$ cat config.mk
export PLATFORM = sky130hd
export DESIGN_NAME = data_status_pipe
export DESIGN_NICKNAME = d
export VERILOG_FILES = /design/src/rtl/data_status_pipe.sv
export SDC_FILE = /design/constraint.sdc
export NUM_CORES = 1
export LEC_CHECK = 0
export CAP_MARGIN = 25
export CORE_UTILIZATION = 38
export DETAILED_ROUTE_END_ITERATION = 8
export HOLD_SLACK_MARGIN = 0.08
export PLACE_DENSITY = 0.79
export SYNTH_ARGS = -nofsm -noshare
export SYNTH_HDL_FRONTEND = slang
export SYNTH_SLANG_ARGS = --single-unit
export TNS_END_PERCENT = 1
$ cat constraint.sdc
create_clock -name clk -period 2.45 [get_ports clk]
set_clock_uncertainty 0.15 [all_clocks]
set_input_delay 0.245 -clock clk [delete_from_list [all_inputs] [get_ports clk]]
set_output_delay 0.245 -clock clk [all_outputs]
set_load 0.01 [all_outputs]
$ cat src/rtl/data_status_pipe.sv
// Elastic PIPE_DEPTH-stage data/status pipe with valid/ready backpressure, bubble collapse,
// synchronous flush and an occupancy count. Define DATA_STATUS_PIPE_PARITY_EN to add parity.
module data_status_pipe #(
    parameter int DATA_W     = 32,
    parameter int STATUS_W   = 1,
    parameter int PIPE_DEPTH = 2,
    parameter int CNT_W      = $clog2(PIPE_DEPTH + 1)
) (
    input  logic                clk,
    input  logic                rst,
    input  logic                in_valid_i,
    output logic                in_ready_o,
    input  logic [DATA_W-1:0]   data_i,
    input  logic [STATUS_W-1:0] status_i,
    output logic                out_valid_o,
    input  logic                out_ready_i,
    output logic [DATA_W-1:0]   data_o,
    output logic [STATUS_W-1:0] status_o,
    input  logic                flush_i,
`ifdef DATA_STATUS_PIPE_PARITY_EN
    input  logic                parity_inject_i,
    output logic                parity_err_o,
`endif
    output logic [PIPE_DEPTH-1:0] stage_valid_o,
    output logic [DATA_W-1:0]     stage_data_o   [PIPE_DEPTH],
    output logic [STATUS_W-1:0]   stage_status_o [PIPE_DEPTH],
    output logic [CNT_W-1:0]      occupancy_o
);

    logic [PIPE_DEPTH-1:0] r_valid;
    logic [DATA_W-1:0]     r_data   [PIPE_DEPTH];
    logic [STATUS_W-1:0]   r_status [PIPE_DEPTH];
    logic [CNT_W-1:0]      r_occ;
    logic [CNT_W-1:0]      w_occ_d;
    logic [PIPE_DEPTH-1:0] w_ready;
    logic                  w_tail_full;
    logic                  w_accept;
    logic                  w_xfer;

    // ready[k] = !valid[k] || ready[k+1], unrolled as "some stage from k to the end is empty"
    always_comb begin
        w_ready     = '0;
        w_tail_full = 1'b1;
        for (int k = PIPE_DEPTH - 1; k >= 0; k--) begin
            w_tail_full = w_tail_full & r_valid[k];
            w_ready[k]  = !w_tail_full || out_ready_i;
        end
    end

    assign in_ready_o = w_ready[0] && !flush_i;
    assign w_accept   = in_valid_i && in_ready_o;
    assign w_xfer     = r_valid[PIPE_DEPTH-1] && out_ready_i;

    always_ff @(posedge clk or negedge rst) begin
        if (!rst) begin
            r_valid <= '0;
            for (int k = 0; k < PIPE_DEPTH; k++) begin
                r_status[k] <= '0;
            end
        end else if (flush_i) begin
            r_valid <= '0;
            for (int k = 0; k < PIPE_DEPTH; k++) begin
                r_status[k] <= '0;
            end
        end else begin
            if (w_ready[0]) begin
                r_valid[0]  <= w_accept;
                r_status[0] <= w_accept ? status_i : '0;
            end
            for (int k = 1; k < PIPE_DEPTH; k++) begin
                if (w_ready[k]) begin
                    r_valid[k]  <= r_valid[k-1];
                    r_status[k] <= r_valid[k-1] ? r_status[k-1] : '0;
                end
            end
        end
    end

    // Data carries no reset; it is only meaningful alongside its valid flag.
    always_ff @(posedge clk) begin
        if (w_ready[0]) begin
            r_data[0] <= data_i;
        end
        for (int k = 1; k < PIPE_DEPTH; k++) begin
            if (w_ready[k]) begin
                r_data[k] <= r_data[k-1];
            end
        end
    end

    always_comb begin
        w_occ_d = r_occ;
        if (flush_i) begin
            w_occ_d = '0;
        end else if (w_accept && !w_xfer) begin
            w_occ_d = r_occ + 1'b1;
        end else if (!w_accept && w_xfer) begin
            w_occ_d = r_occ - 1'b1;
        end
    end

    always_ff @(posedge clk or negedge rst) begin
        if (!rst) begin
            r_occ <= '0;
        end else begin
            r_occ <= w_occ_d;
        end
    end

`ifdef DATA_STATUS_PIPE_PARITY_EN
    logic r_par [PIPE_DEPTH];
    logic r_parity_err;
    logic w_par_in;

    assign w_par_in = (^{data_i, status_i}) ^ parity_inject_i;

    always_ff @(posedge clk) begin
        if (w_ready[0]) begin
            r_par[0] <= w_par_in;
        end
        for (int k = 1; k < PIPE_DEPTH; k++) begin
            if (w_ready[k]) begin
                r_par[k] <= r_par[k-1];
            end
        end
    end

    always_ff @(posedge clk or negedge rst) begin
        if (!rst) begin
            r_parity_err <= 1'b0;
        end else begin
            r_parity_err <= w_xfer && ((^{data_o, status_o}) != r_par[PIPE_DEPTH-1]);
        end
    end

    assign parity_err_o = r_parity_err;
`endif

    assign out_valid_o    = r_valid[PIPE_DEPTH-1];
    assign data_o         = r_data[PIPE_DEPTH-1];
    assign status_o       = r_status[PIPE_DEPTH-1];
    assign stage_valid_o  = r_valid;
    assign stage_data_o   = r_data;
    assign stage_status_o = r_status;
    assign occupancy_o    = r_occ;

endmodule
==> impl_metrics.ini <==
[worst_hold_path]
hold_start = stage_data_o[35]
hold_end = data_o[3]
min_path_type = reg2reg
min_path_cells = 0

[layout]
syn_to_final_growth_pct = 59.1
mostFrequentLayoutCells = clkdlybuf4s50_1, edfxtp_1, clkbuf_8
diodes = 0
drive_gt1_share_pct = 5.10
final_util_pct = 62.4
final_nets = 290
postLayoutCellArea_um2 = 3940
final_common_cell = clkdlybuf4s50_1

[detailed_routing]
routedWlPerCell_um = 14.5
drt-initial-drc-count = 26
wl_met3_um = 505
vias = 1457
wl_met1_mm = 1.73
dr.pass1.iters = 6
highest_layer = met4
drc = 0
vias_per_cell = 4.39
ant_nets = 0
route.met2.wl_mm = 2.55
wl_mm = 4.82

[power]
power_density_nw_per_um2 = 663
vdd_ir_drop_max_uv = 385
power.leakage_nw = 1.47

[synthesis]
ys_seq_area_share_pct = 83.6
ys_top_cells_by_area = edfxtp_1, buf_4, dfrtp_1
synth_top_area_share_pct = 77.6
syn_inst = 131
synth.ff_latch_count = 70
synth-warning-count = 0
avgSynthCellArea_um2 = 18.9
syn-num-nets = 169
yosysTopAreaCell = edfxtp_1
syn-cell-area_um2 = 2480
synthDistinctLibCells = 16

[setup_path]
cp-end-kind = output port
required_ps = 2060
r2r-start = stage_valid_o[1]
cp_max_fo = 5
arrival_ps = 1630
r2r_setup_slack_ps = 880
cp-start-kind = input pin
r2r_cells = 3
worst-setup-path-type = in2out
r2r-end = data_o[27]

[grt]
antenna_found_initial = 0
grt-ovfl-total = 0
grt_util_all_layers_pct = 14.1
grt_pass1_wl_mm = 6.67
grt_max_degree = 33
grt_pass1_vias = 1324

[clocking]
cts.sinks = 70
cts_resized = 0
htreeDepth = 3
tritoncts = yes
clk_latency_ps = 320
max-clock-path-buffers = 2
clkTransAtPathRegs_ps = 70
clock-root-buffer = clkbuf_8
numCtsBuffers = 9
cts_setup_buffers = 0

[floorplan]
fp.dieArea_um2 = 6850
core_area_um2 = 6310
dieWidth_um = 82.7
rows = 29
io_pins = 143
initial_core_util_pct = 39.2
die_h_um = 82.7

[sta]
min_period_ps = 2020
worstMarginPinSlew_ps = 412
finalHoldViolations = 0
finalSetupViolations = 0
fin_ws_ps = 427
maxSlewViolCount = 0
rsz0062_at_grt = no
relSlewSlack_pct = 72.5
period_share_pct = 82.6
fin_setup_tns_ps = 0
fmax_mhz = 494
whs_ps = 292

[run]
max_cap_violations = 0

[placement]
pre_cts_ws_ps = 435
gp_congestion = 0.688
portBuffers = 142
place_area_um2 = 3760

[status]
status = completed
-- flip-flops by register name, indices dropped and copies added, names as in the netlist --
register	flops
data_o	32
occupancy_o	2
stage_data_o	32
stage_status_o	1
stage_valid_o	2
status_o	1
-- per-stage QoR --
step	power, mW	std cells
after global routing	2.73	332
after global placement	1.82	317
after floorplan	1.58	131
after CTS	2.65	332
final	2.61	332
after detailed placement	1.83	317
-- report_power, final --
part,internal [mW],switching (mW)
combinational,0.244,0.128
clock,0.453,0.361
sequential,1.39,0.0415
total,2.08,0.530
-- cell type report --
type	instances	area, um2
inverters	2	7.51
well taps	77	96.3
multi-input cells	24	139
fillers	498	2370
clock buffers	11	131
clock inverters	3	37.5
repair buffers	145	1460
flip-flops and latches	70	2070
-- per-layer routing --
metal / vias to the layer above / global-route usage (%)
li1: 680 / -
met1: 696 / 15.0
met2: 77 / 23.9
met3: 4 / 6.70
met4: 0 / 6.21
met5: - / 0
-- synth_stat cells --
library cell,number
dfrtp_1,6
nor4bb_1,1
a21oi_1,3
mux2_1,1
nor2b_1,3
nor2_1,7
and3b_1,2
mux2_2,1
nand3_1,2
o21ai_0,1
nand2_1,2
edfxtp_1,64
clkbuf_1,1
a31oi_1,1
inv_1,2
buf_4,34
-- repair_timing --
action                                  in CTS  in global routing
endpoints found under the hold margin        6                  0
hold buffers                                 1                  0
endpoints found under the setup margin       0                  0
-- worst max path at each step --
| stage | from | end | slack, ps | depth (start not counted) |
|---|---|---|---|---|
| after global placement | out_ready_i | in_ready_o | 440 | 4 |
| final | out_ready_i | in_ready_o | 430 | 4 |
| after global routing | stage_valid_o[0] | in_ready_o | 360 | 3 |
| after CTS | stage_valid_o[1] | in_ready_o | 420 | 3 |
| after detailed placement | out_ready_i | in_ready_o | 440 | 4 |
| after floorplan | stage_valid_o[0] | stage_data_o[32] | 600 | 2 |
-- worst max-delay path, stage by stage --
cell,delay (ps)
clkdlybuf4s50_1,520
and3b_1,230
nor2_1,90
clkdlybuf4s50_1,540
-- kinds of logic (layout without fill, tap and decap cells) --
| logic type | count (synthesis) | after routing | share of synthesized area, % |
|---|---|---|---|
| flops | 70 | 70 | 83.6 |
| compound gates | 5 | 5 | 1.06 |
| mux | 2 | 2 | 0.909 |
| simple gates | 17 | 17 | 3.64 |
| buf+inv | 37 | 161 | 10.8 |
Note: power is estimated with default switching activity, not from simulation.
